<file path="src/rtl/alu_arbiter.sv">
// alu_arbiter: shares one combinational ALU between two requesters.
//   Requester 0 is the execute stage, requester 1 the branch/address unit.
//   Round-robin arbitration, at most one grant per cycle. The ALU outputs are
//   captured into a per-requester response register on the grant edge.
//
// Ports:
//   clk, reset          clock; synchronous active-low reset
//   req_valid/req_ready per-requester request handshake (req_ready is the grant)
//   req_op*/req_a*/req_b*  request opcode and operands
//   resp_valid/resp_ready  per-requester response handshake
//   resp_result*, resp_flags*  captured result and {equal, lt, ltu}
//   alu_control, A, B   drive the shared ALU (zero when idle)
//   result, equal, less_than, less_than_unsigned  ALU outputs
module alu_arbiter #(
    parameter int unsigned WIDTH = 32,
    parameter int unsigned OPW   = 4
) (
    input  logic             clk,
    input  logic             reset,
    input  logic [1:0]       req_valid,
    output logic [1:0]       req_ready,
    input  logic [OPW-1:0]   req_op0,
    input  logic [OPW-1:0]   req_op1,
    input  logic [WIDTH-1:0] req_a0,
    input  logic [WIDTH-1:0] req_a1,
    input  logic [WIDTH-1:0] req_b0,
    input  logic [WIDTH-1:0] req_b1,
    output logic [1:0]       resp_valid,
    input  logic [1:0]       resp_ready,
    output logic [WIDTH-1:0] resp_result0,
    output logic [WIDTH-1:0] resp_result1,
    output logic [2:0]       resp_flags0,
    output logic [2:0]       resp_flags1,
    output logic [OPW-1:0]   alu_control,
    output logic [WIDTH-1:0] A,
    output logic [WIDTH-1:0] B,
    input  logic [WIDTH-1:0] result,
    input  logic             equal,
    input  logic             less_than,
    input  logic             less_than_unsigned
);

    logic [1:0]       elig;
    logic [1:0]       grant;
    logic             last_grant_q, last_grant_d;
    logic [1:0]       resp_valid_q, resp_valid_d;
    logic [WIDTH-1:0] result0_q, result0_d;
    logic [WIDTH-1:0] result1_q, result1_d;
    logic [2:0]       flags0_q, flags0_d;
    logic [2:0]       flags1_q, flags1_d;
    logic [2:0]       alu_flags;

    assign alu_flags = {equal, less_than, less_than_unsigned};

    // A slot being drained this cycle can take a new result in the same cycle.
    always_comb begin
        elig = 2'b00;
        if (reset) begin
            elig = req_valid & (~resp_valid_q | resp_ready);
        end
        unique case (elig)
            2'b01:   grant = 2'b01;
            2'b10:   grant = 2'b10;
            // Contention: favour whichever requester did not win last time.
            2'b11:   grant = last_grant_q ? 2'b01 : 2'b10;
            default: grant = 2'b00;
        endcase
    end

    assign req_ready = grant;

    always_comb begin
        alu_control = '0;
        A           = '0;
        B           = '0;
        unique case (grant)
            2'b01: begin
                alu_control = req_op0;
                A           = req_a0;
                B           = req_b0;
            end
            2'b10: begin
                alu_control = req_op1;
                A           = req_a1;
                B           = req_b1;
            end
            default: ;
        endcase
    end

    always_comb begin
        resp_valid_d = (resp_valid_q & ~resp_ready) | grant;
        result0_d    = grant[0] ? result    : result0_q;
        flags0_d     = grant[0] ? alu_flags : flags0_q;
        result1_d    = grant[1] ? result    : result1_q;
        flags1_d     = grant[1] ? alu_flags : flags1_q;
        last_grant_d = last_grant_q;
        if (grant[0]) begin
            last_grant_d = 1'b0;
        end else if (grant[1]) begin
            last_grant_d = 1'b1;
        end
    end

    always_ff @(posedge clk) begin
        if (!reset) begin
            // last_grant=1 so requester 0 wins the first contended cycle.
            last_grant_q <= 1'b1;
            resp_valid_q <= 2'b00;
            result0_q    <= '0;
            result1_q    <= '0;
            flags0_q     <= 3'b000;
            flags1_q     <= 3'b000;
        end else begin
            last_grant_q <= last_grant_d;
            resp_valid_q <= resp_valid_d;
            result0_q    <= result0_d;
            result1_q    <= result1_d;
            flags0_q     <= flags0_d;
            flags1_q     <= flags1_d;
        end
    end

    assign resp_valid   = resp_valid_q;
    assign resp_result0 = result0_q;
    assign resp_result1 = result1_q;
    assign resp_flags0  = flags0_q;
    assign resp_flags1  = flags1_q;

endmodule

</file>
<file path="config.mk">
export PLATFORM = sky130hd
export DESIGN_NAME = alu_arbiter
export DESIGN_NICKNAME = d
export VERILOG_FILES = /design/src/rtl/alu_arbiter.sv
export SDC_FILE = /design/constraint.sdc
export NUM_CORES = 1
export LEC_CHECK = 0
export CAP_MARGIN = 10
export CORE_AREA = 2 2 125 127
export CTS_CLUSTER_SIZE = 10
export DETAILED_ROUTE_END_ITERATION = 10
export DIE_AREA = 0 0 127 129
export PLACE_DENSITY = 0.73
export SYNTH_ARGS = -nofsm -noshare
export SYNTH_HDL_FRONTEND = slang
export SYNTH_SLANG_ARGS = --single-unit
</file>
<file path="constraint.sdc">
create_clock -name clk -period 3.79 [get_ports clk]
set_input_delay 0.379 -clock clk [delete_from_list [all_inputs] [get_ports clk]]
set_output_delay 0.379 -clock clk [all_outputs]
set_load 0.05 [all_outputs]
</file>
==> flow_summary.html, run 1 <==
<table>
<tr><th>Metric</th><th>Value</th></tr>
<tr><th colspan="2">Run status</th></tr>
<tr><td>Run status</td><td>finished clean</td></tr>
<tr><th colspan="2">Power and ir drop</th></tr>
<tr><td>Worst vdd rail ir drop</td><td>roughly 0.00046 V</td></tr>
<tr><td>Power density over cell area</td><td>between 300 and 400 mW/mm²</td></tr>
<tr><td>Design Power</td><td>2.59 mW</td></tr>
<tr><td>Leakage power summed over all cells</td><td>3.27 nW</td></tr>
<tr><th colspan="2">Worst hold path</th></tr>
<tr><td>Hold_sp</td><td>reset</td></tr>
<tr><td>Type of the tightest min-delay check</td><td>in -&gt; reg</td></tr>
<tr><td>Worst hold path cell count</td><td>2</td></tr>
<tr><td>Hold Path Sink</td><td>resp_valid[0]$_SDFF_PN0_</td></tr>
<tr><th colspan="2">Timing</th></tr>
<tr><td>Worst slew margin</td><td>0.436</td></tr>
<tr><td>Least-Margin Pin Slew</td><td>846 ps</td></tr>
<tr><td>Achievable frequency</td><td>311 MHz</td></tr>
<tr><td>Total of endpoints with negative setup slack in the final report</td><td>0</td></tr>
<tr><td>Clock tree skew after final layout</td><td>~4.5 ps</td></tr>
<tr><td>Setup repair after global routing missed its margin</td><td>no</td></tr>
<tr><td>Fin. Hold Viols</td><td>0</td></tr>
<tr><td>Total Neg Setup Slack</td><td>0 ps</td></tr>
<tr><td>Final period utilization</td><td>0.847</td></tr>
<tr><td>Post-layout minimum cycle time</td><td>3210 ps</td></tr>
<tr><td>Final worst-path setup slack</td><td>around 580 ps</td></tr>
<tr><td>Max-slew violation count</td><td>0</td></tr>
<tr><td>Final hold slack</td><td>~410 ps</td></tr>
<tr><th colspan="2">Global routing</th></tr>
<tr><td>Pin count of the biggest net entering global routing</td><td>about 90</td></tr>
<tr><td>Global-route wire length before repair</td><td>approximately 24 mm</td></tr>
<tr><td>Via count of the first global-routing pass</td><td>4,083</td></tr>
<tr><td>Number of antenna violations at the first check in global routing</td><td>2</td></tr>
<tr><td>Aggregate global-route resource usage</td><td>0.191</td></tr>
<tr><td>Sum of overflow across all layers after global routing</td><td>0</td></tr>
<tr><th colspan="2">Worst setup path</th></tr>
<tr><td>Worst Path Required</td><td>between 3000 and 4000 ps</td></tr>
<tr><td>FF-to-FF End</td><td>resp_result0[29]$_SDFFE_PN0P_</td></tr>
<tr><td>Type of the worst setup path</td><td>in -&gt; out</td></tr>
<tr><td>Worst reg-to-reg path cell count</td><td>4</td></tr>
<tr><td>Type of element capturing the critical path</td><td>output port</td></tr>
<tr><td>Crit path DAT</td><td>2830 ps</td></tr>
<tr><td>Crit path max fanout</td><td>68</td></tr>
<tr><td>Worst R2R Setup Slack</td><td>between 1500 and 2000 ps</td></tr>
<tr><td>Worst r2r src</td><td>resp_valid[0]$_SDFF_PN0_</td></tr>
<tr><td>Worst setup SP type</td><td>input port</td></tr>
<tr><th colspan="2">Drt</th></tr>
<tr><td>First DRT Iteration DRCs</td><td>259</td></tr>
<tr><td>Pre-antenna DRT Iters</td><td>4</td></tr>
<tr><td>Vias/cell</td><td>~4.6</td></tr>
<tr><td>Average routed wire per standard cell</td><td>about 18 µm</td></tr>
<tr><td>Total number of vias</td><td>about 4,300</td></tr>
<tr><td>Total routed wirelength</td><td>around 16 mm</td></tr>
<tr><td>Antenna-violating nets left</td><td>0</td></tr>
<tr><td>DRC violation count after routing</td><td>0</td></tr>
<tr><th colspan="2">Clock tree</th></tr>
<tr><td>Number of gates resized after cts</td><td>0</td></tr>
<tr><td>Number of buffers created by CTS</td><td>9</td></tr>
<tr><td>Clock Sinks</td><td>73</td></tr>
<tr><td>Setup repair bufs after CTS</td><td>0</td></tr>
<tr><td>Total number of H-tree levels</td><td>3</td></tr>
<tr><td>Post-CTS clock slew at the launch and capture registers of the worst setup and hold paths</td><td>60 ps</td></tr>
<tr><td>Buffer levels on the longest clock path</td><td>2</td></tr>
<tr><td>Clock root cell</td><td>sky130_fd_sc_hd__clkbuf_16</td></tr>
<tr><td>Count of hold-fix buffers inserted at cts</td><td>0</td></tr>
<tr><td>Clock tree from TritonCTS</td><td>built</td></tr>
<tr><td>Latest clock arrival within the worst-skew pair</td><td>330 ps</td></tr>
<tr><th colspan="2">Cells and area</th></tr>
<tr><td>Final #Nets</td><td>about 920</td></tr>
<tr><td>Layout-stage area growth over the synthesis result</td><td>112%</td></tr>
<tr><td>Share of layout cells above drive strength 1</td><td>0.132</td></tr>
<tr><td>Post-layout utilization of the core</td><td>0.543</td></tr>
<tr><td>Number of fill cells</td><td>around 1,300</td></tr>
<tr><th colspan="2">Synth</th></tr>
<tr><td>Post-Synthesis Cell Area</td><td>between 0.003 and 0.004 mm²</td></tr>
<tr><td>Top cell type's share of synthesized area</td><td>0.382</td></tr>
<tr><td>Most common library cells after synthesis</td><td>sky130_fd_sc_hd__nand2_1, sky130_fd_sc_hd__dfxtp_1, sky130_fd_sc_hd__mux2i_1, sky130_fd_sc_hd__nor2b_1, sky130_fd_sc_hd__a22oi_1</td></tr>
<tr><td>Post-synthesis area per instance</td><td>~8.6 µm²</td></tr>
<tr><td>Post-Synthesis Cells</td><td>between 400 and 500</td></tr>
<tr><td>Synth warnings</td><td>0</td></tr>
<tr><td>Post-synthesis register bit count</td><td>between 70 and 80</td></tr>
<tr><td>Proportion of synthesized flip-flops having asynchronous set or reset</td><td>0</td></tr>
<tr><td>Dominant cells by area after synthesis</td><td>sky130_fd_sc_hd__dfxtp_1, sky130_fd_sc_hd__mux2i_1, sky130_fd_sc_hd__a22oi_1, sky130_fd_sc_hd__nor2b_1, sky130_fd_sc_hd__nand2_1</td></tr>
<tr><td>Post-Synthesis Net Count</td><td>624</td></tr>
<tr><td>EDFF count, synth</td><td>0</td></tr>
<tr><td>Leading cell type by number of instances after synthesis</td><td>sky130_fd_sc_hd__nand2_1</td></tr>
<tr><td>Library cell occupying the most area in the post-synthesis netlist</td><td>sky130_fd_sc_hd__dfxtp_1</td></tr>
<tr><td>Number of different library cells in the post-synthesis netlist</td><td>18</td></tr>
<tr><td>Flip-flop cell with the highest count after synthesis</td><td>sky130_fd_sc_hd__dfxtp_1</td></tr>
<tr><td>Part of the Yosys area used for sequential elements</td><td>0.382</td></tr>
<tr><th colspan="2">Floorplanning</th></tr>
<tr><td>Starting Density</td><td>0.255</td></tr>
<tr><td>Boundary pin count</td><td>319</td></tr>
<tr><td>Placeable core region</td><td>about 0.015 mm²</td></tr>
<tr><td>Chip Width</td><td>approximately 130 µm</td></tr>
<tr><td>Die Y</td><td>roughly 130 µm</td></tr>
<tr><td>Std-Cell Rows</td><td>45</td></tr>
<tr><td>DIE AREA</td><td>around 0.016 mm²</td></tr>
<tr><th colspan="2">Job</th></tr>
<tr><td>Maxcap violations</td><td>0</td></tr>
<tr><th colspan="2">Placement</th></tr>
<tr><td>Detailed placer's ending HPWL</td><td>~13 mm</td></tr>
<tr><td>Worst setup slack after placement</td><td>approximately 570 ps</td></tr>
<tr><td>Final weighted congestion in routability-driven placement</td><td>~0.80</td></tr>
<tr><td>I/O Buffers</td><td>318</td></tr>
</table>
==> flip-flops by register name, summed over array words and instances (netlist names) <==
name and count:
resp_flags1 3, last_grant_q 1, resp_valid 2, resp_result0 32, resp_result1 32, resp_flags0 3
==> worst max-delay path, cell delays in order <==
cell	delay, ps
sky130_fd_sc_hd__clkdlybuf4s50_1	430
sky130_fd_sc_hd__nand2b_1	200
sky130_fd_sc_hd__a211o_2	510
sky130_fd_sc_hd__inv_2	140
sky130_fd_sc_hd__ha_2	200
sky130_fd_sc_hd__buf_12	280
sky130_fd_sc_hd__a22oi_1	220
sky130_fd_sc_hd__nor2b_1	260
sky130_fd_sc_hd__buf_12	170
==> logic make-up (layout without fill, tap and decap cells) <==
logic type | count (synthesis) | count (layout) | synth area share
compound gates | 73 | 73 | 0.144
mux | 70 | 70 | 0.183
other cells | 0 | 2 | 0
flops | 73 | 73 | 0.382
fa+ha+maj | 3 | 3 | 0.00981
buf+inv | 45 | 343 | 0.0569
simple gates | 180 | 180 | 0.225
==> area by class of cell <==
type                            count  area [µm²]  share of cell area
Timing Repair Buffer              325        3950               0.486
Multi-Input combinational cell    326        2160               0.265
Sequential cell                    73        1460               0.180
Clock buffer                       13         270              0.0332
Tap cell                          188         235              0.0289
Clock inverter                      3        46.3             0.00569
Inverter                            2        7.51            0.000923
Antenna cell                        2        5.00            0.000616
==> cell usage in the layout, fill, tap and decap left out <==
master and instances:
sky130_fd_sc_hd__clkbuf_1 1, sky130_fd_sc_hd__inv_6 1, sky130_fd_sc_hd__nand2b_1 1, sky130_fd_sc_hd__o21a_1 2, sky130_fd_sc_hd__mux2i_1 70, sky130_fd_sc_hd__buf_12 71, sky130_fd_sc_hd__buf_4 6, sky130_fd_sc_hd__inv_2 2
sky130_fd_sc_hd__o211ai_1 1, sky130_fd_sc_hd__clkbuf_16 9, sky130_fd_sc_hd__nand2_1 107, sky130_fd_sc_hd__a22oi_1 68, sky130_fd_sc_hd__clkinvlp_4 1, sky130_fd_sc_hd__a211o_2 1, sky130_fd_sc_hd__dfxtp_1 73, sky130_fd_sc_hd__clkdlybuf4s50_1 248
sky130_fd_sc_hd__and2_1 1, sky130_fd_sc_hd__a21boi_1 1, sky130_fd_sc_hd__nor2b_1 70, sky130_fd_sc_hd__clkbuf_8 3, sky130_fd_sc_hd__bufinv_16 1, sky130_fd_sc_hd__ha_2 3, sky130_fd_sc_hd__diode_2 2, sky130_fd_sc_hd__nand3b_1 1
==> per-layer routing <==
layer / global-route usage / share of wire
met4: 0.0873 / 0.039
met5: 0 / 0
met3: 0.0819 / 0.10
met2: 0.324 / 0.49
met1: 0.209 / 0.37
==> worst max path at each step <==
stage | start | end | slack, ps | depth (start not counted)
after global placement | resp_ready[1] | B[13] | 570 | 8
after floorplan | resp_valid[0]$_SDFF_PN0_ | A[10] | 320 | 11
after detailed placement | resp_ready[1] | B[13] | 570 | 9
final | resp_ready[1] | B[13] | 580 | 9
after global routing | resp_ready[1] | B[13] | 470 | 9
after CTS | resp_ready[1] | B[13] | 550 | 9
==> power breakdown <==
group	internal [mW]	leakage, nW	switching (mW)
clock network	0.566	0.152	0.317
registers	0.807	0.595	0.0183
logic	0.427	2.52	0.458
total	1.80	3.27	0.794
==> stage by stage <==
step | instances | area [µm²]
floorplan | 444 | 3830
global placement | 914 | 7810
detailed placement | 914 | 7810
CTS | 930 | 8130
global route | 932 | 8130
finish | 932 | 8130
Power figures use the tool's default switching activity.
==> run 2: changes to the inputs <==
--- a/config.mk
+++ b/config.mk
@@ -6,11 +6,11 @@
 export NUM_CORES = 1
 export LEC_CHECK = 0
 export CAP_MARGIN = 10
-export CORE_AREA = 2 2 125 127
+export CORE_AREA = 2 2 123 125
 export CTS_CLUSTER_SIZE = 10
 export DETAILED_ROUTE_END_ITERATION = 10
-export DIE_AREA = 0 0 127 129
-export PLACE_DENSITY = 0.73
+export DIE_AREA = 0 0 125 127
+export PLACE_DENSITY = 0.78
 export SYNTH_ARGS = -nofsm -noshare
 export SYNTH_HDL_FRONTEND = slang
 export SYNTH_SLANG_ARGS = --single-unit
==> constraint.sdc (replaced) <==
create_clock -name clk -period 2.7 [get_ports clk]
set_input_delay 0.27 -clock clk [delete_from_list [all_inputs] [get_ports clk]]
set_output_delay 0.27 -clock clk [all_outputs]
set_load 0.05 [all_outputs]
==> flow_summary.html, run 2 (synthesis results as in run 1) <==
<table>
<tr><th>Metric</th><th>Value</th></tr>
<tr><th colspan="2">Drt</th></tr>
<tr><td>Total routed wirelength</td><td>16.7 mm (+1.3%)</td></tr>
<tr><td>DRC violation count after routing</td><td>0 (unchanged)</td></tr>
<tr><td>Total number of vias</td><td>4,396 (+3.1%)</td></tr>
<tr><td>Average routed wire per standard cell</td><td>17.8 µm (+0.79%)</td></tr>
<tr><td>Vias/cell</td><td>4.69 (+2.6%)</td></tr>
<tr><td>Pre-antenna DRT Iters</td><td>4 (unchanged)</td></tr>
<tr><td>Antenna-violating nets left</td><td>0 (unchanged)</td></tr>
<tr><td>First DRT Iteration DRCs</td><td>189 (-27%)</td></tr>
<tr><th colspan="2">Cells and area</th></tr>
<tr><td>Highest-count cells in the layout ignoring fill and taps</td><td>sky130_fd_sc_hd__clkdlybuf4s50_1, sky130_fd_sc_hd__nand2_1, sky130_fd_sc_hd__buf_12</td></tr>
<tr><td>Final #Nets</td><td>925 (+0.87%)</td></tr>
<tr><td>Layout-stage area growth over the synthesis result</td><td>128%</td></tr>
<tr><td>Most common cell after layout, fill and taps aside</td><td>sky130_fd_sc_hd__clkdlybuf4s50_1</td></tr>
<tr><td>Share of layout cells above drive strength 1</td><td>0.237 (+0.105)</td></tr>
<tr><td>Post-route cell area</td><td>0.00871 mm² (+7.1%)</td></tr>
<tr><th colspan="2">Power and ir drop</th></tr>
<tr><td>Combinational share of power</td><td>0.362 (+0.021)</td></tr>
<tr><td>Power density over cell area</td><td>438 mW/mm² (+37%)</td></tr>
<tr><td>Leakage power summed over all cells</td><td>3.49 nW (+6.7%)</td></tr>
<tr><td>P_sw</td><td>1.16 mW (+46%)</td></tr>
<tr><td>Internal cell power</td><td>2.66 mW (+48%)</td></tr>
<tr><td>Switch share</td><td>0.304 (-0.00252)</td></tr>
<tr><td>Worst vdd rail ir drop</td><td>0.000320 V (-31%)</td></tr>
<tr><td>Power share of the sequential group</td><td>0.304 (-0.014)</td></tr>
<tr><td>Clk pwr share</td><td>0.334 (-0.007)</td></tr>
<tr><th colspan="2">Run status</th></tr>
<tr><td>Run status</td><td>finished clean</td></tr>
<tr><th colspan="2">Clock tree</th></tr>
<tr><td>Clock tree from TritonCTS</td><td>built</td></tr>
<tr><td>Total number of H-tree levels</td><td>3 (unchanged)</td></tr>
<tr><td>Number of buffers created by CTS</td><td>9 (unchanged)</td></tr>
<tr><td>Setup repair bufs after CTS</td><td>0 (unchanged)</td></tr>
<tr><td>Post-CTS clock slew at the launch and capture registers of the worst setup and hold paths</td><td>60 ps (about the same)</td></tr>
<tr><td>Clock root cell</td><td>sky130_fd_sc_hd__clkbuf_16</td></tr>
<tr><td>Clock Sinks</td><td>73 (unchanged)</td></tr>
<tr><td>Buffer levels on the longest clock path</td><td>2 (unchanged)</td></tr>
<tr><td>Latest clock arrival within the worst-skew pair</td><td>330 ps (about the same)</td></tr>
<tr><th colspan="2">Global routing</th></tr>
<tr><td>Sum of overflow across all layers after global routing</td><td>0 (unchanged)</td></tr>
<tr><td>Aggregate global-route resource usage</td><td>0.203 (+0.0115)</td></tr>
<tr><td>Global-route wire length before repair</td><td>25.2 mm (+6.0%)</td></tr>
<tr><td>Via count of the first global-routing pass</td><td>4,528 (+11%)</td></tr>
<tr><td>Number of antenna violations at the first check in global routing</td><td>3 (+1)</td></tr>
<tr><td>Pin count of the biggest net entering global routing</td><td>79 (-10%)</td></tr>
<tr><th colspan="2">Worst hold path</th></tr>
<tr><td>Worst hold path cell count</td><td>2 (unchanged)</td></tr>
<tr><td>Hold_sp</td><td>resp_result0[14]$_SDFFE_PN0P_</td></tr>
<tr><td>Hold Path Sink</td><td>resp_result0[14]$_SDFFE_PN0P_</td></tr>
<tr><td>Type of the tightest min-delay check</td><td>reg -&gt; reg</td></tr>
<tr><th colspan="2">Timing</th></tr>
<tr><td>Post-layout minimum cycle time</td><td>around 2600 ps</td></tr>
<tr><td>Max-slew violation count</td><td>0 (unchanged)</td></tr>
<tr><td>Total of endpoints with negative setup slack in the final report</td><td>0 (unchanged)</td></tr>
<tr><td>Total Neg Setup Slack</td><td>0 ps (unchanged)</td></tr>
<tr><td>Clock tree skew after final layout</td><td>9.40 ps (+4.86 ps)</td></tr>
<tr><td>Fin. Hold Viols</td><td>0 (unchanged)</td></tr>
<tr><td>Setup repair after global routing missed its margin</td><td>no</td></tr>
<tr><td>Least-Margin Pin Slew</td><td>739 ps (-107 ps)</td></tr>
<tr><td>Final period utilization</td><td>0.954</td></tr>
<tr><td>Achievable frequency</td><td>388 MHz</td></tr>
<tr><td>Worst slew margin</td><td>0.507 (+0.0716)</td></tr>
<tr><th colspan="2">Worst setup path</th></tr>
<tr><td>Worst setup SP type</td><td>flop</td></tr>
<tr><td>Worst reg-to-reg path cell count</td><td>5 (+1)</td></tr>
<tr><td>Crit path DAT</td><td>2300 ps (-530 ps)</td></tr>
<tr><td>Worst Path Required</td><td>2430 ps (-980 ps)</td></tr>
<tr><td>FF-to-FF End</td><td>resp_result1[4]$_SDFFE_PN0P_</td></tr>
<tr><td>Worst r2r src</td><td>resp_valid[0]$_SDFF_PN0_</td></tr>
<tr><td>Type of element capturing the critical path</td><td>output port</td></tr>
<tr><td>Crit path max fanout</td><td>21 (-69%)</td></tr>
<tr><td>Worst R2R Setup Slack</td><td>920 ps (-1050 ps)</td></tr>
<tr><td>Type of the worst setup path</td><td>reg -&gt; out</td></tr>
<tr><th colspan="2">Job</th></tr>
<tr><td>Maxcap violations</td><td>0 (unchanged)</td></tr>
<tr><th colspan="2">Placement</th></tr>
<tr><td>Detailed placer's ending HPWL</td><td>13.2 mm (+0.80%)</td></tr>
<tr><td>Placed inst area</td><td>0.00837 mm² (+7.2%)</td></tr>
<tr><td>I/O Buffers</td><td>318 (unchanged)</td></tr>
<tr><td>Final weighted congestion in routability-driven placement</td><td>0.786 (-1.5%)</td></tr>
<tr><th colspan="2">Floorplanning</th></tr>
<tr><td>Die Y</td><td>127 µm (-1.6%)</td></tr>
<tr><td>Chip Width</td><td>125 µm (-1.6%)</td></tr>
<tr><td>Boundary pin count</td><td>319 (unchanged)</td></tr>
<tr><td>Starting Density</td><td>0.265 (+0.00980)</td></tr>
<tr><td>Placeable core region</td><td>0.0144 mm² (-3.7%)</td></tr>
<tr><td>DIE AREA</td><td>0.0159 mm² (-3.1%)</td></tr>
<tr><td>Std-Cell Rows</td><td>44 (-2.2%)</td></tr>
</table>
## run 2: changes by cell type in the layout (fill, tap and decap cells not counted), moves of 2 or more
cell,delta
sky130_fd_sc_hd__buf_12,+2
sky130_fd_sc_hd__buf_4,+6
sky130_fd_sc_hd__clkbuf_8,-2
sky130_fd_sc_hd__dfxtp_1,-2
sky130_fd_sc_hd__nor2b_1,-69
sky130_fd_sc_hd__nor2b_2,+8
sky130_fd_sc_hd__nor2b_4,+61
## run 2: per-layer routing
layer,up-vias,part of all wire,GRT usage
li1,2127,-,-
met1,2065,0.37,0.226
met2,187,0.53,0.363
met3,17,0.081,0.0678
met4,0,0.014,0.0673
met5,-,0,0
## run 2: critical path, stage by stage, from the launching register on
cell and delay, ps:
sky130_fd_sc_hd__dfxtp_4 340, sky130_fd_sc_hd__nor2b_2 160, sky130_fd_sc_hd__o211ai_1 180, sky130_fd_sc_hd__buf_4 220
sky130_fd_sc_hd__inv_4 60, sky130_fd_sc_hd__ha_2 210, sky130_fd_sc_hd__buf_6 180, sky130_fd_sc_hd__a22oi_1 380
sky130_fd_sc_hd__nor2b_4 80, sky130_fd_sc_hd__buf_12 160
## run 2: layout make-up
type,count,area (µm²)
Clock buffer,11,243
Tap cell,184,230
Antenna cell,3,7.51
Multi-Input combinational cell,326,2630
Fill cell,1187,5720
Timing Repair Buffer,333,4040
Clock inverter,5,80.1
Sequential cell,73,1470
Inverter,2,10.0
## run 2: worst max-delay path by stage
stage / start / to / slack [ps] / cells past startpoint
4_1_cts: resp_valid[0]$_SDFF_PN0_ / B[24] / 60 / 9
2_1_floorplan: resp_valid[0]$_SDFF_PN0_ / A[10] / 20 / 11
3_3_place_gp: resp_ready[1] / B[11] / 100 / 8
6_report: resp_valid[0]$_SDFF_PN0_ / B[24] / 130 / 9
3_5_place_dp: resp_ready[1] / B[11] / 100 / 8
5_1_grt: resp_ready[1] / alu_control[2] / 6 / 9
## run 2: metrics by stage
step / total power, mW / setup WS [ps] / hold WS (ps) / instances / utilization
6_report: 3.81 / 125 / 457 / 937 / 0.604
5_1_grt: 3.97 / 6.17 / 468 / 937 / 0.604
4_1_cts: 3.86 / 63.2 / 449 / 934 / 0.603
3_5_place_dp: 2.56 / 104 / 452 / 918 / 0.580
3_3_place_gp: 2.55 / 102 / 444 / 918 / 0.580
2_1_floorplan: 1.92 / 20.3 / 431 / 444 / -
## run 2: what timing repair did
action,4_1_cts,5_1_grt
hold buffers,0,0
endpoints found under the setup margin,0,17
gates resized for setup,0,2
## run 2: power groups by stage
| stage | sequential (mW) | combinational (mW) | clock (mW) |
|---|---|---|---|
| 3_3_place_gp | 1.18 | 1.38 | 0 |
| 4_1_cts | 1.16 | 1.39 | 1.32 |
| 3_5_place_dp | 1.18 | 1.38 | 0 |
| 2_1_floorplan | 1.37 | 0.554 | 0 |
| 5_1_grt | 1.16 | 1.45 | 1.36 |
| 6_report | 1.16 | 1.38 | 1.27 |
